## src/rtl/tap_gen2_if.sv

```systemverilog
// tap_gen2_if: test-pin and scan-chain bundle between the TAP controller and its surroundings.
// Latency: none, wires only.
// Backpressure: none; every signal is a level sampled by TCK.
interface tap_gen2_if #(
  parameter int IR_W = 4,
  parameter int N_DR = 2
);
  logic            TMS;
  logic            TDI;
  logic            TDO;
  logic            tdo_en;
  logic [N_DR-1:0] dr_tdo;
  logic [N_DR-1:0] dr_sel;
  logic [N_DR-1:0] capt_dr;
  logic [N_DR-1:0] shft_dr;
  logic [N_DR-1:0] upd_dr;
  logic            test_mode;
  logic [IR_W-1:0] inst;

  // Pin driver / chain owner side.
  modport master (
    output TMS, TDI, dr_tdo,
    input  TDO, tdo_en, dr_sel, capt_dr, shft_dr, upd_dr, test_mode, inst
  );

  // TAP controller side.
  modport slave (
    input  TMS, TDI, dr_tdo,
    output TDO, tdo_en, dr_sel, capt_dr, shft_dr, upd_dr, test_mode, inst
  );
endinterface

```

## src/rtl/tap_gen2.sv

```systemverilog
// tap_gen2: 1149.1 TAP (16-state FSM, IR, bypass, optional IDCODE when TAP_IDCODE_EN is defined) steering N_DR external chains.
// Latency: TDI->TDO 1 TCK (bypass), IR_W TCK (IR), 32 TCK (IDCODE); TDO/tdo_en launch on falling TCK.
// Backpressure: none; the FSM follows TMS on every rising TCK, external chains act on strobe-qualified rising edges.
module tap_gen2 #(
  parameter int              IR_W       = 4,
  parameter int              N_DR       = 2,
  parameter logic [IR_W-1:0] IDCODE_OP  = 4'hE,
  parameter logic [31:0]     IDCODE_VAL = 32'h1000_0001
) (
  input  logic      TCK,
  input  logic      TRST_b,
  tap_gen2_if.slave tap
);

  typedef enum logic [3:0] {
    TLR, RTI,
    SEL_DR, CAP_DR, SH_DR, EX1_DR, PS_DR, EX2_DR, UPD_DR,
    SEL_IR, CAP_IR, SH_IR, EX1_IR, PS_IR, EX2_IR, UPD_IR
  } state_e;

  // Capture pattern of the IR: LSB=1, bit1=0 so a broken IR path is visible on TDO.
  localparam logic [IR_W-1:0] IR_CAPT = IR_W'(1);

`ifdef TAP_IDCODE_EN
  localparam logic [IR_W-1:0] INST_RST = IDCODE_OP;
`else
  localparam logic [IR_W-1:0] INST_RST = '1;
`endif

  // Illegal parameter combinations; the named scope makes them visible in the elaborated hierarchy.
  if (IR_W < 2 || N_DR < 1 || N_DR > (2**IR_W) - 3 ||
      (&IDCODE_OP) || (IDCODE_OP < N_DR) || !IDCODE_VAL[0]) begin : g_bad_params
  end

  state_e          state_q, state_d;
  logic [IR_W-1:0] ir_q, ir_d;
  logic [IR_W-1:0] inst_q, inst_d;
  logic            byp_q, byp_d;
  logic            test_mode_q, test_mode_d;
  logic            tdo_q, tdo_d;
  logic            tdo_en_q, tdo_en_d;

  logic [N_DR-1:0] dr_sel;
  logic            sel_id;
  logic            sel_byp;
  logic            id_tdo;

  // Next state from TMS; test_mode tracks the state being entered.
  always_comb begin
    state_d = state_q;
    unique case (state_q)
      TLR:    state_d = tap.TMS ? TLR    : RTI;
      RTI:    state_d = tap.TMS ? SEL_DR : RTI;
      SEL_DR: state_d = tap.TMS ? SEL_IR : CAP_DR;
      CAP_DR: state_d = tap.TMS ? EX1_DR : SH_DR;
      SH_DR:  state_d = tap.TMS ? EX1_DR : SH_DR;
      EX1_DR: state_d = tap.TMS ? UPD_DR : PS_DR;
      PS_DR:  state_d = tap.TMS ? EX2_DR : PS_DR;
      EX2_DR: state_d = tap.TMS ? UPD_DR : SH_DR;
      UPD_DR: state_d = tap.TMS ? SEL_DR : RTI;
      SEL_IR: state_d = tap.TMS ? TLR    : CAP_IR;
      CAP_IR: state_d = tap.TMS ? EX1_IR : SH_IR;
      SH_IR:  state_d = tap.TMS ? EX1_IR : SH_IR;
      EX1_IR: state_d = tap.TMS ? UPD_IR : PS_IR;
      PS_IR:  state_d = tap.TMS ? EX2_IR : PS_IR;
      EX2_IR: state_d = tap.TMS ? UPD_IR : SH_IR;
      UPD_IR: state_d = tap.TMS ? SEL_DR : RTI;
      default: state_d = TLR;
    endcase
    test_mode_d = (state_d != TLR);
  end

  // Instruction decode: low opcodes pick an external chain, IDCODE_OP the ID register, anything else bypass.
  always_comb begin
    dr_sel = '0;
    for (int k = 0; k < N_DR; k++) begin
      if (inst_q == IR_W'(k)) dr_sel[k] = 1'b1;
    end
  end

`ifdef TAP_IDCODE_EN
  assign sel_id = (inst_q == IDCODE_OP);
`else
  assign sel_id = 1'b0;
`endif
  assign sel_byp = ~(|dr_sel) & ~sel_id;

  // IR shift stage: capture the fixed pattern, shift right with TDI entering at the MSB.
  always_comb begin
    ir_d = ir_q;
    if (state_q == CAP_IR) begin
      ir_d = IR_CAPT;
    end else if (state_q == SH_IR) begin
      ir_d = {tap.TDI, ir_q[IR_W-1:1]};
    end
  end

  // Instruction register: reloads its reset value while in TLR, latches the shift stage leaving UpdIR.
  always_comb begin
    inst_d = inst_q;
    if (state_q == TLR) begin
      inst_d = INST_RST;
    end else if (state_q == UPD_IR) begin
      inst_d = ir_q;
    end
  end

  // Bypass bit: cleared on capture, takes TDI on each shift.
  always_comb begin
    byp_d = byp_q;
    if (sel_byp && state_q == CAP_DR) begin
      byp_d = 1'b0;
    end else if (sel_byp && state_q == SH_DR) begin
      byp_d = tap.TDI;
    end
  end

  // Rising-TCK state: FSM, IR stage, instruction, bypass bit and the registered test_mode.
  always_ff @(posedge TCK or negedge TRST_b) begin
    if (!TRST_b) begin
      state_q     <= TLR;
      ir_q        <= IR_CAPT;
      inst_q      <= INST_RST;
      byp_q       <= 1'b0;
      test_mode_q <= 1'b0;
    end else begin
      state_q     <= state_d;
      ir_q        <= ir_d;
      inst_q      <= inst_d;
      byp_q       <= byp_d;
      test_mode_q <= test_mode_d;
    end
  end

`ifdef TAP_IDCODE_EN
  logic [31:0] id_q, id_d;

  // IDCODE register: captures the fixed ID, shifts right with TDI entering bit 31.
  always_comb begin
    id_d = id_q;
    if (sel_id && state_q == CAP_DR) begin
      id_d = IDCODE_VAL;
    end else if (sel_id && state_q == SH_DR) begin
      id_d = {tap.TDI, id_q[31:1]};
    end
  end

  // IDCODE storage on rising TCK.
  always_ff @(posedge TCK or negedge TRST_b) begin
    if (!TRST_b) begin
      id_q <= IDCODE_VAL;
    end else begin
      id_q <= id_d;
    end
  end

  assign id_tdo = id_q[0];
`else
  assign id_tdo = 1'b0;
`endif

  // TDO source: IR LSB in ShIR, selected data register LSB in ShDR, quiet elsewhere.
  always_comb begin
    tdo_d    = 1'b0;
    tdo_en_d = 1'b0;
    if (state_q == SH_IR) begin
      tdo_d    = ir_q[0];
      tdo_en_d = 1'b1;
    end else if (state_q == SH_DR) begin
      tdo_d    = (|(dr_sel & tap.dr_tdo)) | (sel_id & id_tdo) | (sel_byp & byp_q);
      tdo_en_d = 1'b1;
    end
  end

  // TDO launches on falling TCK so the far end can sample it on the next rising edge.
  always_ff @(negedge TCK or negedge TRST_b) begin
    if (!TRST_b) begin
      tdo_q    <= 1'b0;
      tdo_en_q <= 1'b0;
    end else begin
      tdo_q    <= tdo_d;
      tdo_en_q <= tdo_en_d;
    end
  end

  assign tap.TDO       = tdo_q;
  assign tap.tdo_en    = tdo_en_q;
  assign tap.test_mode = test_mode_q;
  assign tap.inst      = inst_q;
  assign tap.dr_sel    = dr_sel;
  assign tap.capt_dr   = dr_sel & {N_DR{state_q == CAP_DR}};
  assign tap.shft_dr   = dr_sel & {N_DR{state_q == SH_DR}};
  assign tap.upd_dr    = dr_sel & {N_DR{state_q == UPD_DR}};

endmodule

```

## src/flat_wrapper.sv

```systemverilog
// flat-port wrapper written by rule: the top's interface ports become plain ports
module tap_gen2_flat 
#(
  parameter int              IR_W       = 4,
  parameter int              N_DR       = 2,
  parameter logic [IR_W-1:0] IDCODE_OP  = 4'hE,
  parameter logic [31:0]     IDCODE_VAL = 32'h1000_0001
)
  (TCK, TRST_b, tap_TMS, tap_TDI, tap_dr_tdo, tap_TDO, tap_tdo_en, tap_dr_sel, tap_capt_dr, tap_shft_dr, tap_upd_dr, tap_test_mode, tap_inst);
  tap_gen2_if #(.IR_W(IR_W), .N_DR(N_DR)) tap_i ();
  input  logic TCK;
  input  logic TRST_b;
  input wire logic [$bits(tap_i.TMS)-1:0] tap_TMS;
  input wire logic [$bits(tap_i.TDI)-1:0] tap_TDI;
  input wire logic [$bits(tap_i.dr_tdo)-1:0] tap_dr_tdo;
  output wire logic [$bits(tap_i.TDO)-1:0] tap_TDO;
  output wire logic [$bits(tap_i.tdo_en)-1:0] tap_tdo_en;
  output wire logic [$bits(tap_i.dr_sel)-1:0] tap_dr_sel;
  output wire logic [$bits(tap_i.capt_dr)-1:0] tap_capt_dr;
  output wire logic [$bits(tap_i.shft_dr)-1:0] tap_shft_dr;
  output wire logic [$bits(tap_i.upd_dr)-1:0] tap_upd_dr;
  output wire logic [$bits(tap_i.test_mode)-1:0] tap_test_mode;
  output wire logic [$bits(tap_i.inst)-1:0] tap_inst;
  assign tap_i.TMS = tap_TMS;
  assign tap_i.TDI = tap_TDI;
  assign tap_i.dr_tdo = tap_dr_tdo;
  assign tap_TDO = tap_i.TDO;
  assign tap_tdo_en = tap_i.tdo_en;
  assign tap_dr_sel = tap_i.dr_sel;
  assign tap_capt_dr = tap_i.capt_dr;
  assign tap_shft_dr = tap_i.shft_dr;
  assign tap_upd_dr = tap_i.upd_dr;
  assign tap_test_mode = tap_i.test_mode;
  assign tap_inst = tap_i.inst;
  tap_gen2 #(.IR_W(IR_W), .N_DR(N_DR), .IDCODE_OP(IDCODE_OP), .IDCODE_VAL(IDCODE_VAL)) u_core (.TCK(TCK), .TRST_b(TRST_b), .tap(tap_i));
endmodule
```

## config.mk

```make
export PLATFORM = sky130hd
export DESIGN_NAME = tap_gen2_flat
export DESIGN_NICKNAME = d
export VERILOG_FILES = /design/src/rtl/tap_gen2_if.sv /design/src/rtl/tap_gen2.sv /design/src/flat_wrapper.sv
export SDC_FILE = /design/constraint.sdc
export NUM_CORES = 1
export LEC_CHECK = 0
export BUFFER_PORTS_ARGS = -buffer_cell sky130_fd_sc_hd__buf_4
export CORE_AREA = 2 2 52 54
export CTS_BUF_LIST = sky130_fd_sc_hd__clkbuf_4 sky130_fd_sc_hd__clkbuf_8
export DETAILED_ROUTE_END_ITERATION = 16
export DIE_AREA = 0 0 54 56
export HOLD_SLACK_MARGIN = 0.02
export PLACE_DENSITY = 0.67
export SYNTH_ARGS = -nofsm -noshare
export SYNTH_HDL_FRONTEND = slang
export SYNTH_SLANG_ARGS = --single-unit
```

## constraint.sdc

```tcl
create_clock -name TCK -period 2.8 [get_ports TCK]
set_input_delay 0.14 -clock TCK [delete_from_list [all_inputs] [get_ports TCK]]
set_output_delay 0.14 -clock TCK [all_outputs]
set_load 0.02 [all_outputs]
```

After elaboration in Yosys (flattened, before gate mapping)
Cells that the tools add are included.

Output and inout port bits: 15. Flip-flop bits (word level): 16. Input port bits: 6.

Bitwise gates (word level): 7. Muxes and demuxes: 25. Equality and inequality tests: 16. Reduce and logical (&&, ||, !) cells: 13.

Operators by type and width (number): $pmux W4 S12 (1); $eq A4 B4 Y1 const B (8); $mux W4 (8); $eq A4 B3 Y1 const B (4); $mux W1 (11); $and A2 B2 Y2 (4); $eq A4 B1 Y1 const B (2); $eq A4 B2 Y1 const B (2); $logic_not A4 Y1 (2); $reduce_or A2 Y1 (4); $mux W2 (3); $mux W3 (2); $reduce_bool A2 Y1 (3); $reduce_bool A4 Y1 (1); $reduce_or A3 Y1 (1); $logic_and A1 B1 Y1 (2); $and A1 B1 Y1 (1); $not A1 Y1 (1); $or A1 B1 Y1 (1).

Depth between registers and ports, before layout
Gate-level depths: netlist of run 1.

Depth in word-level cells: 8. Mapped depth: 6.

==> summary.txt, run 1 <==
Floorplan
  – # rows: 18
  – DIE HEIGHT: about 56 um
  – Core area: 2430 um2
  – Ports: 21
  – Die ar.: approximately 3000 um2
  – Die width: ~54 um
  – Starting Density: 0.386

Worst setup path
  – Worst EP required: about 1.5 ns
  – Crit Path Max Fanout: 5
  – Worst EP arrival: roughly 1.3 ns
  – Crit start category: register
  – CP Capture Type: register
  – WS Path Type: register to register

Yosys
  – Post-synth net total: 110
  – Mapped Area: ~940 um2
  – Multiplexer share of the synthesized area: 0.0266
  – Top_reg_cell synth: dfrtp_1
  – Mapped Cells: around 100
  – EDFF count, synth: 0
  – Seq/Total Area, Yosys: 0.433
  – Post-synthesis compound-gate area fraction: 0.201
  – Post-synth ARST share: 1.00
  – XOR/XNOR Fraction of Synth Area: 0.00932
  – Cell accounting for the most synthesized area: dfrtp_1
  – Syn. warnings: 0
  – Synth Area in Simple Gates: 0.238
  – Netlist cell types: 38
  – Post-synthesis adder-cell area fraction: 0
  – Area contributors post-synth: dfrtp_1, dfstp_2, o21ai_0
  – Synthesized flop and latch total: 16
  – Synth Area per Inst: between 9 and 10 um2
  – Main combinational cell family by area after synthesis: simple AND/OR/NAND/NOR gates
  – Area share of the largest cell type after synthesis: 0.240

Final layout
  – Layout cell share with drive strength beyond 1: 0.310
  – Diode count: 0
  – Synth-to-Final Area Change: 21.7%
  – Final-stage net count: approximately 130

Power
  – Total Power: 1.11 mW
  – Leakage: around 0.5 nW
  – PD cells: 966 nW/um2
  – VDD IR-drop max: ~0.00062 V

Run status
  – Status: finished, final reports clean

Timing
  – Final setup fails: 0
  – Worst slew margin: 0.573
  – Least-Margin Pin Slew: between 0.6 and 0.7 ns
  – Hold Vio Cnt, Final: 0
  – Skew final: ~0.015 ns
  – Setup Total Neg Slack: 0 ns
  – RSZ-0062 raised after global routing: false
  – Fin worst setup slack: approximately 0.23 ns
  – Final Max Slew Viols: 0

Clocking
  – CTS hold repair buffers: 1
  – H-tree depth: 1
  – Worst-Skew Late Latency: between 0.2 and 0.3 ns
  – CTS root buf: clkbuf_4
  – Post-CTS resize count: 0
  – CTS tree: built
  – Clock Sinks: 16
  – Cts bufs inserted: 3
  – Clock Pin Slew Worst Setup and Hold Paths: 0.10 ns
  – Setup Fix Bufs, Post-CTS: 0
  – Clk buf depth: 2

Drt
  – 1st-iter DRT viols: 14
  – Post-DRT Antenna Nets: 0
  – Via count: 858
  – Routed WL: ~2.2 mm
  – Wire per inst: 14.3 um
  – DR vias/cell: ~5.5
  – Initial DRT Pass Iterations: 4
  – # DRC: 0

GRT
  – Vias in the first global route: a little over 800
  – All-Layer GR Usage: 0.170
  – Grt total ovfl: 0
  – First-pass GRT wire length: 3.88 mm
  – Largest net degree at the start of global routing: 21
  – Initial antenna violation count: 0

Place
  – Gpl congestion: 0.818
  – Hpwl dp: between 1.5 and 2 mm
  – Post-placement worst setup slack: roughly 0.25 ns
  – PortBufs: 20

Flow run
  – Max Cap Viol: 0

Min path
  – Worst Hold Class: input pin to register
-- worst paths after layout --
check | from | to | slack (ns) | cells after the start
min in group asynchronous | TRST_b | u_core.state_q[0] | 0.23 | 2
min | tap_TDI | u_core.byp_q | 0.12 | 3
min reg2reg | u_core.byp_q | u_core.byp_q | 0.51 | 2
max | u_core.tap.inst[1] | u_core.tap.TDO | 0.23 | 3
max reg2reg | u_core.tap.inst[1] | u_core.tap.TDO | 0.23 | 3
max in group asynchronous | TRST_b | u_core.tap.tdo_en | 1.07 | 2
-- critical path: stages, from the launching register on --
cell	delay (ns)
dfstp_2	0.40
or3_1	0.39
a21oi_1	0.15
o21ai_0	0.08
-- sequential cells by signal, summed over array words and instances, names as in the netlist --
name / cells
u_core.tap.test_mode: 1
u_core.byp_q: 1
u_core.ir_q: 4
u_core.tap.TDO: 1
u_core.tap.inst: 4
u_core.state_q: 4
u_core.tap.tdo_en: 1
-- layout by cell type, fill, tap and decap left out, types with 3 or more instances in the layout --
master,Yosys,final
buf_4,3,26
dfstp_2,5,5
o21ai_0,11,11
nand2b_1,3,3
nand2_1,11,11
a22oi_1,4,4
dfrtp_1,9,9
clkbuf_4,0,3
inv_1,3,3
nor2_1,11,11
nor4_1,4,4
-- synthesized netlist by cell type (2+ instances only) --
cell type,count
nor2_1,11
dfrtp_1,9
o21ai_1,2
a21oi_1,2
a22oi_1,4
nor3_1,2
nor2b_1,2
o21ai_0,11
inv_1,3
dfstp_2,5
nor4_1,4
buf_4,3
nand3b_1,2
dfrtn_1,2
clkbuf_1,2
nand2b_1,3
nand3_1,2
buf_6,4
nand2_1,11
a31oi_1,2
-- power breakdown --
part	internal, mW	total, mW	switching [mW]
registers	0.327	0.382	0.0544
logic	0.236	0.574	0.338
clock network	0.0791	0.150	0.0704
-- per-stage QoR --
stage | instance area [um2] | util | hold slack [ns] | std cells
after floorplan | 940 | - | -0.156 | 104
after global placement | 1100 | 0.451 | 0.0105 | 151
after detailed placement | 1100 | 0.451 | 0.0119 | 151
after CTS | 1140 | 0.470 | 0.108 | 156
after global routing | 1140 | 0.470 | 0.118 | 156
final | 1140 | 0.470 | 0.120 | 156
-- routing by layer --
layer | part of all wire | GRT usage | up-vias
met1 | 0.43 | 0.234 | 419
met4 | 0.015 | 0.0714 | 0
met2 | 0.51 | 0.249 | 18
met3 | 0.037 | 0.0403 | 4
li1 | - | - | 417
met5 | 0 | 0 | -
-- logic make-up after synthesis --
| family | after synthesis |
|---|---|
| mux | 2 |
| xor+xnor | 1 |
| flops | 16 |
| buf+inv | 12 |
| simple gates | 43 |
| compound gates | 30 |
-- final cells by class --
type	count	area, um2
fillers	247	1290
multi-input cells	76	447
flip-flops and latches	16	407
repair buffers	27	205
well taps	30	37.5
clock buffers	4	36.3
inverters	3	11.3
(Power assumes the default switching activity.)
==> run 2: changes to the inputs <==
- BUFFER_PORTS_ARGS: -buffer_cell sky130_fd_sc_hd__buf_4 -> -buffer_cell sky130_fd_sc_hd__clkbuf_2
==> summary.txt, run 2 (synthesis gave the netlist of run 1 again) <==
Floorplan
  – Die ar.: 3020 um2
  – # rows: 18
  – Die width: roughly 54 um
  – Starting Density: 0.386
  – Ports: 21
  – Core area: 2430 um2
  – DIE HEIGHT: 56 um

Run status
  – Status: finished, final reports clean

Worst setup path
  – Worst path slowest cell: or4b_1
  – Worst path max stage delay: 0.64 ns
  – Crit start category: register
  – Critical-path cell list: or4b_1 -> o21ai_0
  – Worst EP arrival: ~1.5 ns
  – Worst r2r src: u_core.state_q[0]
  – CP Capture Type: register
  – WS Path Type: register to register
  – Crit Path Max Fanout: 6
  – Critical path's top delay family: simple AND/OR/NAND/NOR gates
  – Critical path launch point: u_core.state_q[0]
  – CP Buf/Inv Count: 0
  – Worst EP required: 1.71 ns

Place
  – Placed cell areas: approximately 1000 um2
  – Cells after DPL: ~150
  – Post-placement worst setup slack: ~0.20 ns
  – Hpwl dp: 1.48 mm
  – PortBufs: 20
  – Gpl congestion: between 0.7 and 0.8

GRT
  – First-pass GRT wire length: approximately 3.4 mm
  – Grt total ovfl: 0
  – Gr busiest metal: met2
  – Largest net degree at the start of global routing: 21
  – All-Layer GR Usage: 0.152
  – GR Util met2: 0.239
  – GRT met3 Usage: 0.0484
  – GR Util met1: 0.201
  – Initial antenna violation count: 0
  – Vias in the first global route: between 700 and 800

Drt
  – Via count: 831
  – Routed WL: 2.02 mm
  – 1st-iter DRT viols: 14
  – Post-DRT Antenna Nets: 0
  – Wire per inst: between 10 and 15 um
  – DR vias/cell: 5.40
  – # DRC: 0
  – Initial DRT Pass Iterations: 4

Timing
  – Least-Margin Pin Slew: slightly above 0.6 ns
  – RSZ-0062 raised after global routing: false
  – Skew final: 0.00279 ns
  – Worst slew margin: 0.589
  – Setup Total Neg Slack: 0 ns
  – Hold Vio Cnt, Final: 0
  – Final setup fails: 0
  – Final Max Slew Viols: 0
  – Hold_ws: ~0.098 ns
  – Fin worst setup slack: about 0.20 ns

Final layout
  – Final-stage net count: roughly 130
  – Design area: approximately 1100 um2
  – Diode count: 0
  – Commonest non-fill, non-tap cells in the layout: clkbuf_2, nor2_1, o21ai_0, nand2_1, dfrtp_1
  – Fillers: 256
  – Synth-to-Final Area Change: 14.8%
  – Post-layout util: 0.443
  – Layout Cells excl Fill: 154
  – Layout cell share with drive strength beyond 1: 0.298
  – Most common cell after layout, fill and taps aside: clkbuf_2

Min path
  – Worst Hold Class: input pin to register
  – Hold Crit Start: tap_TDI

Clocking
  – Worst-Skew Late Latency: about 0.28 ns
  – CTS tree: built
  – Cts bufs inserted: 3
  – CTS root buf: clkbuf_4
  – Post-CTS resize count: 0
  – Clock Pin Slew Worst Setup and Hold Paths: ~0.090 ns
  – Clk buf depth: 2
  – H-tree depth: 1
  – Clock Sinks: 16

Power
  – PD cells: between 900 and 1000 nW/um2
  – Total Power: roughly 1.1 mW
  – Leakage: about 0.49 nW
  – VDD IR-drop max: roughly 0.00049 V

Flow run
  – Max Cap Viol: 0
## run 2: cell types whose count changed in the layout (fill, tap and decap cells not counted), sizes merged
cell	delta
clkbuf	+20
buf	-22
## run 2: path summary, 6_finish.rpt
| path | endpoint | slack [ns] | cells past startpoint |
|---|---|---|---|
| max | u_core.tap.TDO | 0.20 | 2 |
| min | u_core.ir_q[3] | 0.1 | 3 |
| max reg2reg | u_core.tap.TDO | 0.20 | 2 |
| min reg2reg | u_core.ir_q[2] | 0.51 | 2 |
| max in group asynchronous | u_core.tap.TDO | 0.89 | 2 |
| min in group asynchronous | u_core.byp_q | 0.30 | 2 |
## run 2: layout make-up
class | count | area [um2] | share of cell area
Timing Repair Buffer | 25 | 140 | 0.130
Clock buffer | 4 | 36.3 | 0.0336
Sequential cell | 16 | 407 | 0.377
Inverter | 3 | 11.3 | 0.0104
Multi-Input combinational cell | 76 | 447 | 0.414
Tap cell | 30 | 37.5 | 0.0348
## run 2: worst min-delay path, stage by stage
cell and delay (ns):
clkbuf_2 0.09, nand2_1 0.05, o21ai_0 0.06
## run 2: layer usage
layer / part of all wire / up-vias
li1: - / 411
met1: 0.44 / 409
met2: 0.52 / 9
met3: 0.028 / 2
met4: 0.0065 / 0
met5: 0 / -
## run 2: where the power goes
group	internal [mW]	total [mW]	switching, mW	leakage (nW)
logic	0.204	0.523	0.319	0.273
clock network	0.0791	0.150	0.0704	0.0210
registers	0.327	0.378	0.0510	0.191
## run 2: repair_timing
item | in CTS | in global routing
setup buffers | 0 | 0
hold buffers | 1 | 0
hold endpoints to repair | 9 | 0
setup endpoints to repair | 0 | 0
==> run 3: changes to the inputs <==
- PLACE_DENSITY: 0.67 -> 0.69
- clock period: 2.8 -> 2.1 ns (I/O delays scaled with it)
==> summary.txt, run 3 (synthesis gave the netlist of run 1 again) <==
Worst setup path
  – CP Capture Type: register
  – Worst EP arrival: between 1 and 1.5 ns
  – Crit start category: register
  – WS Path Type: register to register
  – Worst EP required: 1.19 ns
  – Crit Path Max Fanout: 2

Timing
  – Hold Vio Cnt, Final: 0
  – Least-Margin Pin Slew: 0.651 ns
  – RSZ-0062 raised after global routing: true
  – Skew final: ~0.0076 ns
  – Setup Total Neg Slack: -0.0785 ns
  – Final Max Slew Viols: 0
  – Fin worst setup slack: -0.0785 ns
  – Worst slew margin: 0.562
  – Hold_ws: 0.0558 ns
  – Final setup fails: 1

Final layout
  – Post-layout util: 0.478
  – Layout cell share with drive strength beyond 1: 0.366
  – Diode count: 0
  – Multi-input logic area: between 400 and 500 um2
  – Most common cell after layout, fill and taps aside: clkbuf_2
  – Layout Cells excl Fill: roughly 160
  – Fillers: 254
  – Commonest non-fill, non-tap cells in the layout: clkbuf_2, buf_4, nor2_1, nand2_1
  – Final-stage net count: 141
  – Area occupied by registers: 407 um2
  – Synth-to-Final Area Change: 23.7%

Floorplan
  – # rows: 18
  – Die ar.: about 3000 um2
  – Ports: 21
  – Die width: approximately 54 um
  – Core area: 2430 um2
  – Starting Density: 0.386
  – DIE HEIGHT: 56 um

Clocking
  – Worst-Skew Late Latency: roughly 0.29 ns
  – Clock Pin Slew Worst Setup and Hold Paths: roughly 0.090 ns
  – CTS root buf: clkbuf_4
  – Clk buf depth: 2
  – Clock Sinks: 16
  – CTS tree: built
  – H-tree depth: 1
  – Setup Fix Bufs, Post-CTS: 0
  – Cts bufs inserted: 3

Power
  – Part of the power in combinational logic: 0.537
  – Sequential Power Share: 0.329
  – Sw Pwr: between 0.6 and 0.7 mW
  – Leakage: between 0.5 and 0.6 nW
  – Power share of the clock group: 0.135
  – Internal: between 0.8 and 0.9 mW
  – VDD IR-drop max: 0.000684 V
  – Sw frac: 0.415
  – PD cells: 1310 nW/um2

Drt
  – Routed WL: 2.31 mm
  – Wire per inst: roughly 14 um
  – Initial DRT Pass Iterations: 4
  – Via count: approximately 890
  – DR vias/cell: roughly 5.4
  – 1st-iter DRT viols: 17
  – Post-DRT Antenna Nets: 0
  – # DRC: 0

Run status
  – Status: complete, but fails checks
  – Failing checks: negative setup slack

Place
  – PortBufs: 20
  – Gpl congestion: just under 0.8
  – Cells after DPL: ~160
  – Hpwl dp: 1.74 mm
  – Post-placement worst setup slack: -0.0832 ns

GRT
  – Largest net degree at the start of global routing: 20
  – All-Layer GR Usage: 0.178
  – Grt total ovfl: 0
  – Initial antenna violation count: 0
  – First-pass GRT wire length: 4.06 mm
  – Vias in the first global route: 900

Flow run
  – Max Cap Viol: 0

Min path
  – Worst Hold Class: input pin to register
==> run 3: changes by cell type in the layout (fill, tap and decap cells not counted), sizes merged <==
cell	delta
buf	+10
==> run 3: final timing paths <==
check | cells after the start | end | slack (ns) | start
setup / recovery | 4 | u_core.tap.TDO | -0.08 | u_core.tap.inst[0]
hold / removal | 3 | u_core.byp_q | 0.06 | tap_TDI
setup reg to reg | 4 | u_core.tap.TDO | -0.08 | u_core.tap.inst[0]
hold reg to reg | 2 | u_core.ir_q[0] | 0.51 | u_core.ir_q[0]
max in group asynchronous | 2 | u_core.tap.tdo_en | 0.74 | TRST_b
min in group asynchronous | 2 | u_core.ir_q[2] | 0.19 | TRST_b
==> run 3: through the flow <==
step / area [um2] / power [mW]
6_report: 1160 / 1.52
4_1_cts: 1160 / 1.51
3_3_place_gp: 1110 / 1.27
5_1_grt: 1160 / 1.64
2_1_floorplan: 945 / 1.11
3_5_place_dp: 1110 / 1.31
==> run 3: what timing repair did <==
action / 4_1_cts / 5_1_grt
endpoints found under the setup margin: 1 / 2
resized for setup: 1 / 1
hold buffers: 1 / 0
hold endpoints to repair: 11 / 0
pin swaps: 2 / 0
==> run 3: layout make-up <==
class,count,share of cell area
multi-input cells,76,0.392
clock buffers,4,0.0312
well taps,30,0.0323
flip-flops and latches,16,0.350
inverters,3,0.00969
repair buffers,35,0.185
==> run 3: routing by layer <==
metal	share of wire	track usage
met2	0.52	0.301
met3	0.022	0.0188
met4	0.0095	0.0429
met5	0	0
met1	0.45	0.235
==> run 3: worst max-delay path: stages (launching register included) <==
cell,delay (ns)
dfstp_2,0.55
mux2i_1,0.19
nor2_1,0.06
a21oi_1,0.12
o21ai_1,0.07
==> run 3: power groups by stage <==
| stage | clock, mW | sequential, mW | combinational, mW |
|---|---|---|---|
| after global placement | 0 | 0.499 | 0.773 |
| after detailed placement | 0 | 0.503 | 0.803 |
| final | 0.205 | 0.499 | 0.815 |
| after global routing | 0.222 | 0.511 | 0.909 |
| after floorplan | 0 | 0.550 | 0.558 |
| after CTS | 0.208 | 0.498 | 0.808 |
